**config.mk**
```make
export PLATFORM = sky130hd
export DESIGN_NAME = slot_sequencer
export DESIGN_NICKNAME = d
export VERILOG_FILES = /design/src/rtl/slot_sequencer.sv
export SDC_FILE = /design/constraint.sdc
export NUM_CORES = 1
export LEC_CHECK = 0
export CAP_MARGIN = 5
export CORE_UTILIZATION = 40
export CTS_BUF_LIST = sky130_fd_sc_hd__clkbuf_8 sky130_fd_sc_hd__clkbuf_16
export DETAILED_ROUTE_END_ITERATION = 16
export GPL_TIMING_DRIVEN = 0
export PLACE_DENSITY = 0.65
export SYNTH_ARGS = -nofsm -noshare
export SYNTH_HDL_FRONTEND = slang
export SYNTH_SLANG_ARGS = --single-unit
```
**constraint.sdc**
```tcl
create_clock -name clk -period 4.1 [get_ports clk]
set_input_delay 0.82 -clock clk [delete_from_list [all_inputs] [get_ports clk]]
set_output_delay 0.82 -clock clk [all_outputs]
set_load 0.02 [all_outputs]
```
**src/rtl/slot_sequencer.sv**
```systemverilog
// slot_sequencer: steps through the enabled virtual channels of one ADC
// acquisition cycle. A cycle runs SYNC, then one SLOT + RUN pair for each
// enabled vchn in ascending order, then DONE. Every output is a flop that
// is decoded from the next state, so each output changes on the same edge
// as the state it describes.
module slot_sequencer (
    input  logic        clk,
    input  logic        rst_n,
    input  logic        i_start,
    input  logic        i_abort,
    input  logic [3:0]  i_vchn_en,
    input  logic [15:0] i_slot_len,
    input  logic [31:0] i_data_len,
    input  logic [31:0] i_adc_delay,
    input  logic        i_clr_overrun,
    output logic        o_sync,
    output logic        o_slot_sync,
    output logic [1:0]  o_wr_vchn,
    output logic [7:0]  o_data_len,
    output logic [7:0]  o_adc_delay,
    output logic [3:0]  o_ch_mask,
    output logic        o_complite,
    output logic        o_busy,
    output logic        o_overrun
);

    typedef enum logic [2:0] {
        ST_IDLE = 3'd0,
        ST_SYNC = 3'd1,
        ST_SLOT = 3'd2,
        ST_RUN  = 3'd3,
        ST_DONE = 3'd4
    } state_t;

    // Returns {found, index} for the lowest enabled vchn whose number is at
    // least 'from'. A 'from' value of 4 never matches, so the caller can
    // pass "current + 1" without a special case for the last vchn.
    function automatic logic [2:0] find_next(input logic [3:0] en, input logic [2:0] from);
        logic       hit;
        logic [1:0] idx;
        hit = 1'b0;
        idx = 2'd0;
        for (int i = 0; i < 4; i++) begin
            if (!hit && (3'(i) >= from) && en[i]) begin
                hit = 1'b1;
                idx = 2'(i);
            end else begin
                hit = hit;
            end
        end
        return {hit, idx};
    endfunction

    state_t      state_r, state_s;
    logic [15:0] cnt_r, cnt_s;
    logic [3:0]  sh_en_r;
    logic [15:0] sh_len_r;
    logic [31:0] sh_dlen_r;
    logic [31:0] sh_adc_r;
    logic        load_s;
    logic        enter_slot_s;
    logic [1:0]  vchn_s;
    logic [2:0]  nxt_s;

    logic        sync_r, slot_sync_r, complite_r, busy_r, overrun_r;
    logic [1:0]  wr_vchn_r;
    logic [7:0]  data_len_r, adc_delay_r;
    logic [3:0]  ch_mask_r;

    logic        sync_s, slot_sync_s, complite_s, busy_s;
    logic [7:0]  data_len_s, adc_delay_s;
    logic [3:0]  ch_mask_s;

    // Next-state logic, RUN down-counter and selection of the next active vchn.
    always_comb begin
        state_s      = state_r;
        cnt_s        = cnt_r;
        vchn_s       = wr_vchn_r;
        enter_slot_s = 1'b0;
        nxt_s        = 3'b000;
        load_s       = 1'b0;
        case (state_r)
            ST_IDLE: begin
                // Abort wins over a simultaneous start.
                if (i_start && !i_abort) begin
                    state_s = ST_SYNC;
                    load_s  = 1'b1;
                end else begin
                    state_s = ST_IDLE;
                end
            end
            ST_SYNC: begin
                nxt_s = find_next(sh_en_r, 3'd0);
                if (i_abort) begin
                    state_s = ST_IDLE;
                end else if (nxt_s[2]) begin
                    state_s      = ST_SLOT;
                    vchn_s       = nxt_s[1:0];
                    enter_slot_s = 1'b1;
                end else begin
                    state_s = ST_DONE;
                end
            end
            ST_SLOT: begin
                if (i_abort) begin
                    state_s = ST_IDLE;
                end else begin
                    // A slot length of zero still gives one RUN cycle.
                    state_s = ST_RUN;
                    cnt_s   = (sh_len_r == 16'd0) ? 16'd0 : (sh_len_r - 16'd1);
                end
            end
            ST_RUN: begin
                nxt_s = find_next(sh_en_r, {1'b0, wr_vchn_r} + 3'd1);
                if (i_abort) begin
                    state_s = ST_IDLE;
                end else if (cnt_r != 16'd0) begin
                    cnt_s = cnt_r - 16'd1;
                end else if (nxt_s[2]) begin
                    state_s      = ST_SLOT;
                    vchn_s       = nxt_s[1:0];
                    enter_slot_s = 1'b1;
                end else begin
                    state_s = ST_DONE;
                end
            end
            ST_DONE: begin
                state_s = ST_IDLE;
            end
            default: begin
                state_s = ST_IDLE;
            end
        endcase
    end

    // Output decode from the next state; vchn fields change only on entry to a SLOT.
    always_comb begin
        sync_s      = (state_s == ST_SYNC);
        slot_sync_s = (state_s == ST_SLOT);
        complite_s  = (state_s == ST_DONE);
        busy_s      = (state_s != ST_IDLE);
        if ((state_s == ST_SLOT) || (state_s == ST_RUN)) begin
            ch_mask_s = 4'b0001 << vchn_s;
        end else begin
            ch_mask_s = 4'b0000;
        end
        if (enter_slot_s) begin
            data_len_s  = sh_dlen_r[{vchn_s, 3'b000} +: 8];
            adc_delay_s = sh_adc_r[{vchn_s, 3'b000} +: 8];
        end else begin
            data_len_s  = data_len_r;
            adc_delay_s = adc_delay_r;
        end
    end

    // State, counter and shadow copies of the configuration taken at cycle start.
    always_ff @(posedge clk or negedge rst_n) begin
        if (!rst_n) begin
            state_r   <= ST_IDLE;
            cnt_r     <= 16'd0;
            sh_en_r   <= 4'd0;
            sh_len_r  <= 16'd0;
            sh_dlen_r <= 32'd0;
            sh_adc_r  <= 32'd0;
        end else begin
            state_r <= state_s;
            cnt_r   <= cnt_s;
            if (load_s) begin
                sh_en_r   <= i_vchn_en;
                sh_len_r  <= i_slot_len;
                sh_dlen_r <= i_data_len;
                sh_adc_r  <= i_adc_delay;
            end
        end
    end

    // Registered outputs.
    always_ff @(posedge clk or negedge rst_n) begin
        if (!rst_n) begin
            sync_r      <= 1'b0;
            slot_sync_r <= 1'b0;
            complite_r  <= 1'b0;
            busy_r      <= 1'b0;
            ch_mask_r   <= 4'd0;
            wr_vchn_r   <= 2'd0;
            data_len_r  <= 8'd0;
            adc_delay_r <= 8'd0;
        end else begin
            sync_r      <= sync_s;
            slot_sync_r <= slot_sync_s;
            complite_r  <= complite_s;
            busy_r      <= busy_s;
            ch_mask_r   <= ch_mask_s;
            wr_vchn_r   <= vchn_s;
            data_len_r  <= data_len_s;
            adc_delay_r <= adc_delay_s;
        end
    end

    // Sticky overrun flag: a start seen while busy sets it, and setting beats clearing.
    always_ff @(posedge clk or negedge rst_n) begin
        if (!rst_n) begin
            overrun_r <= 1'b0;
        end else if (i_start && (state_r != ST_IDLE)) begin
            overrun_r <= 1'b1;
        end else if (i_clr_overrun) begin
            overrun_r <= 1'b0;
        end
    end

    assign o_sync      = sync_r;
    assign o_slot_sync = slot_sync_r;
    assign o_complite  = complite_r;
    assign o_busy      = busy_r;
    assign o_ch_mask   = ch_mask_r;
    assign o_wr_vchn   = wr_vchn_r;
    assign o_data_len  = data_len_r;
    assign o_adc_delay = adc_delay_r;
    assign o_overrun   = overrun_r;

endmodule

```
==> impl_results.md <==
* Combined area of the multi-input logic cells at 2690 sq um
* CTS HTree Levels at 4
* Area growth from synthesis to final layout at 34.0%
* DRT Pass-1 Iters at 5
* Crit Path Class: in -> reg
* Overall via count from detail_route at 5617
* Clock insertion delay at the later pin of the skew report at 0.42 ns
* Met3 wire length at ~1100 microns
* CP Capture Type: flop
* Required time of the critical path at between 4 and 5 ns
* Largest buffer count on any clock path at 2
* Cells after Synth at 707
* Post-cts sizing count at 0
* Post-DP HPWL at 12800 microns
* Actual transition at the worst max-transition pin at 1.23 ns
* Fillers at 1333
* Post-synthesis sequential area ratio at 52.9%
* Seq cells post-synth at 130
* Clock slew at reported path FFs at 0.06 ns
* Number of library cell types mapped by synthesis at 51
* Final setup violation count at 0
* Antenna cell count at 0
* Maximum number of pins on one net before global-route repair at 105
* Fin crit share at 90.8%
* Die Outline Area at 15900 sq um
* Drt wl/cell at 17.0 microns
* Core area at 14800 sq um
* Total of warnings raised by yosys at 0
* Vertical extent of the die at 126 microns
* Highest attainable clock frequency at between 0.2 and 0.3 GHz
* Power Internal at 0.00402 W
* Final layout net count at ~930
* Highest routed metal layer: met4
* Number of max-slew violations in the final report at 0
* Post-detailed-route count of antenna-violating nets at 0
* Max-capacitance violation count at 0
* IO buf count at 115
* Worst path setup slack after routing at around 0.38 ns
* Number of DRC violations after detailed routing at 0
* Initial Utilization at 41.7%
* Setup Buffers After CTS at 0
* Reg2Reg Capture Point: o_data_len[3]
* Outcome: completed
* Start point of the critical path: i_abort
* Total length of routed wires at 17600 microns
* Overall die width at 126 microns
* Placement Setup Slack at 0.0223 ns
* Ports placed on the boundary at roughly 120
* Sequential share of power at 36.2%
* Reg2Reg Launch Point: cnt_r[0]
* Net count of the mapped netlist at 798
* Met2 routed wirelength at 8450 microns
* Mean post-synth cell area at 8.70 sq um
* TritonCTS clock tree: built
* Number of rows in the core area at 44
* Depth of the worst register-to-register path at 12
* First-pass GRT wire length at 28800 microns
* Initial antenna violation count at 0
* Power per cell area at approximately 790 nW/um^2
* Type of the worst min-delay path: in -> async
* Root buffer cell: sky130_fd_sc_hd__clkbuf_16
* Wire length on met1 at ~7900 microns
* Clock skew at 0.00637 ns
* Clock Sink Count at 130
* Area used by sequential logic in the layout at 3250 sq um
* Part of the power in the clock network at 26.9%
* Share of flip-flops with an asynchronous set or reset at between 90% and 100%
* Prevailing post-synth register cell: sky130_fd_sc_hd__dfrtp_1
* Switching share of power at between 30% and 40%
* Cts-stage hold buffer count at 0
* Total track usage at 23.4%
* Worst voltage drop across the vdd grid at between 0.4 and 0.5 mV
* Crit path time final at 3.72 ns
* RD Place Congestion at around 0.86
* Drt initial violations at 528
* Final Util at 55.9%
* Number of enable-type register cells in the synthesized netlist at 0
* Setup repair after global routing missed its margin: no
* Inserted Clock Buffers at 17
* Via count of the first global-routing pass at 5588
* Final hold viol count at 0
* Ratio of cells with drive above 1 in the final layout at 6.32%
* Netlist Area Pre-Place at 6150 sq um
* Arrival time at the worst endpoint at around 4.0 ns
* Static leakage at ~3.8 nW
* Global route overflow at 0
* Net Switching at 0.00247 W
* Tightest slew margin relative to the limit at between 10% and 20%
* Maximum net fanout on the critical path at 10
* Combinational share of power at 36.8%
* Ratio of routed vias to standard cells at roughly 5.4
* Startpoint types: input port
* Register-to-Register Setup Slack at 0.62 ns
==> power by group through the flow <==
stage               combinational, W  sequential, W  clock (W)
floorplan                    0.00145        0.00234          0
global placement             0.00231        0.00234          0
detailed placement           0.00238        0.00235          0
CTS                          0.00239        0.00234    0.00177
global route                 0.00265        0.00243    0.00183
finish                       0.00239        0.00235    0.00175
==> per-stage QoR <==
step	std cells	total power (W)	setup TNS (ns)	hold WS [ns]	cell area [sq um]
floorplan	707	0.00379	0	0.437	6150
global placement	1006	0.00465	-367.49	0.450	7530
detailed placement	1007	0.00473	0	0.458	7560
CTS	1039	0.00650	0	0.266	8240
global route	1039	0.00691	0	0.271	8240
finish	1039	0.00649	0	0.264	8240
==> sequential cells by signal, indices dropped and copies added, names as in the netlist <==
signal / cells
cnt_r: 16
o_adc_delay: 8
o_busy: 1
o_ch_mask: 4
o_complite: 1
o_data_len: 8
o_overrun: 1
o_slot_sync: 1
o_sync: 1
o_wr_vchn: 2
sh_adc_r: 32
sh_dlen_r: 32
sh_en_r: 4
sh_len_r: 16
state_r: 3
==> cell usage in the layout (no fill, tap or decap), types with 2 or more instances in the layout <==
| cell | netlist | layout |
|---|---|---|
| sky130_fd_sc_hd__a21oi_1 | 27 | 27 |
| sky130_fd_sc_hd__a22o_1 | 8 | 8 |
| sky130_fd_sc_hd__a31o_1 | 11 | 11 |
| sky130_fd_sc_hd__a31o_2 | 5 | 5 |
| sky130_fd_sc_hd__a31oi_1 | 4 | 4 |
| sky130_fd_sc_hd__and3_1 | 18 | 18 |
| sky130_fd_sc_hd__buf_1 | 2 | 2 |
| sky130_fd_sc_hd__buf_2 | 6 | 6 |
| sky130_fd_sc_hd__bufinv_16 | 0 | 6 |
| sky130_fd_sc_hd__clkbuf_1 | 32 | 32 |
| sky130_fd_sc_hd__clkbuf_16 | 0 | 17 |
| sky130_fd_sc_hd__clkdlybuf4s50_1 | 0 | 114 |
| sky130_fd_sc_hd__clkinv_4 | 0 | 4 |
| sky130_fd_sc_hd__dfrtp_1 | 130 | 130 |
| sky130_fd_sc_hd__ha_1 | 2 | 2 |
| sky130_fd_sc_hd__inv_1 | 11 | 11 |
| sky130_fd_sc_hd__inv_2 | 2 | 2 |
| sky130_fd_sc_hd__inv_6 | 0 | 3 |
| sky130_fd_sc_hd__nand2_1 | 263 | 263 |
| sky130_fd_sc_hd__nand2b_1 | 4 | 4 |
| sky130_fd_sc_hd__nand3_1 | 21 | 21 |
| sky130_fd_sc_hd__nand3b_1 | 2 | 2 |
| sky130_fd_sc_hd__nor2_1 | 24 | 24 |
| sky130_fd_sc_hd__nor2b_1 | 3 | 3 |
| sky130_fd_sc_hd__nor3_1 | 10 | 10 |
| sky130_fd_sc_hd__nor3b_1 | 2 | 2 |
| sky130_fd_sc_hd__nor4_1 | 2 | 2 |
| sky130_fd_sc_hd__o21ai_0 | 43 | 43 |
| sky130_fd_sc_hd__o22ai_1 | 7 | 7 |
| sky130_fd_sc_hd__o2bb2ai_1 | 2 | 2 |
| sky130_fd_sc_hd__o31ai_1 | 3 | 3 |
| sky130_fd_sc_hd__o32a_1 | 18 | 18 |
| sky130_fd_sc_hd__o32ai_1 | 2 | 2 |
| sky130_fd_sc_hd__or3_1 | 4 | 4 |
| sky130_fd_sc_hd__or4_1 | 8 | 8 |
| sky130_fd_sc_hd__xnor2_1 | 7 | 7 |
| sky130_fd_sc_hd__xor2_1 | 5 | 5 |
==> final cells by class <==
cell class / count / share of cell area, %
timing repair buffer: 116 / 14.3
clock buffer: 17 / 5.16
inverter: 14 / 0.638
clock inverter: 15 / 3.08
tap: 184 / 2.79
sequential: 130 / 39.5
buffer: 40 / 1.91
multi-input combinational: 523 / 32.6
==> worst max path at each step <==
stage / end / cells past startpoint
global placement: sh_adc_r[11] / 1
global route: o_data_len[6] / 7
detailed placement: o_data_len[6] / 8
finish: o_data_len[3] / 8
floorplan: o_adc_delay[7] / 7
CTS: o_data_len[3] / 8
==> layer usage <==
metal  GRT usage (%)  up-vias
met2            38.1      191
met5               0        -
li1                -     2696
met4            6.02        0
met1            30.8     2703
met3            6.24       27
==> critical path, stage by stage <==
cell and delay (ns):
sky130_fd_sc_hd__clkdlybuf4s50_1 0.58, sky130_fd_sc_hd__or3b_2 0.59, sky130_fd_sc_hd__o32a_1 0.45, sky130_fd_sc_hd__nor2_2 0.49
sky130_fd_sc_hd__inv_2 0.20, sky130_fd_sc_hd__clkbuf_1 0.30, sky130_fd_sc_hd__and3_1 0.25, sky130_fd_sc_hd__o32a_1 0.33
==> logic make-up (layout without fill, tap and decap cells) <==
kind of cell / count (synthesis) / in the layout / share of synthesized area (%)
fa+ha+maj: 2 / 2 / 0.407
compound gates: 138 / 138 / 15.5
buf+inv: 54 / 202 / 3.42
xor+xnor: 12 / 12 / 1.71
simple gates: 370 / 370 / 25.9
mux: 1 / 1 / 0.163
flops: 130 / 130 / 52.9
==> cells in the mapped netlist, types with 8 or more instances <==
cell,count,share of area [%]
sky130_fd_sc_hd__and3_1,18,1.8
sky130_fd_sc_hd__inv_1,11,0.67
sky130_fd_sc_hd__nand2_1,263,16
sky130_fd_sc_hd__clkbuf_1,32,2.0
sky130_fd_sc_hd__or4_1,8,0.98
sky130_fd_sc_hd__nor2_1,24,1.5
sky130_fd_sc_hd__o21ai_0,43,3.5
sky130_fd_sc_hd__a21oi_1,27,2.2
sky130_fd_sc_hd__a31o_1,11,1.6
sky130_fd_sc_hd__nor3_1,10,0.81
sky130_fd_sc_hd__dfrtp_1,130,53
sky130_fd_sc_hd__o32a_1,18,2.9
sky130_fd_sc_hd__a22o_1,8,1.1
sky130_fd_sc_hd__nand3_1,21,1.7
Note: power is estimated with default switching activity, not from simulation.
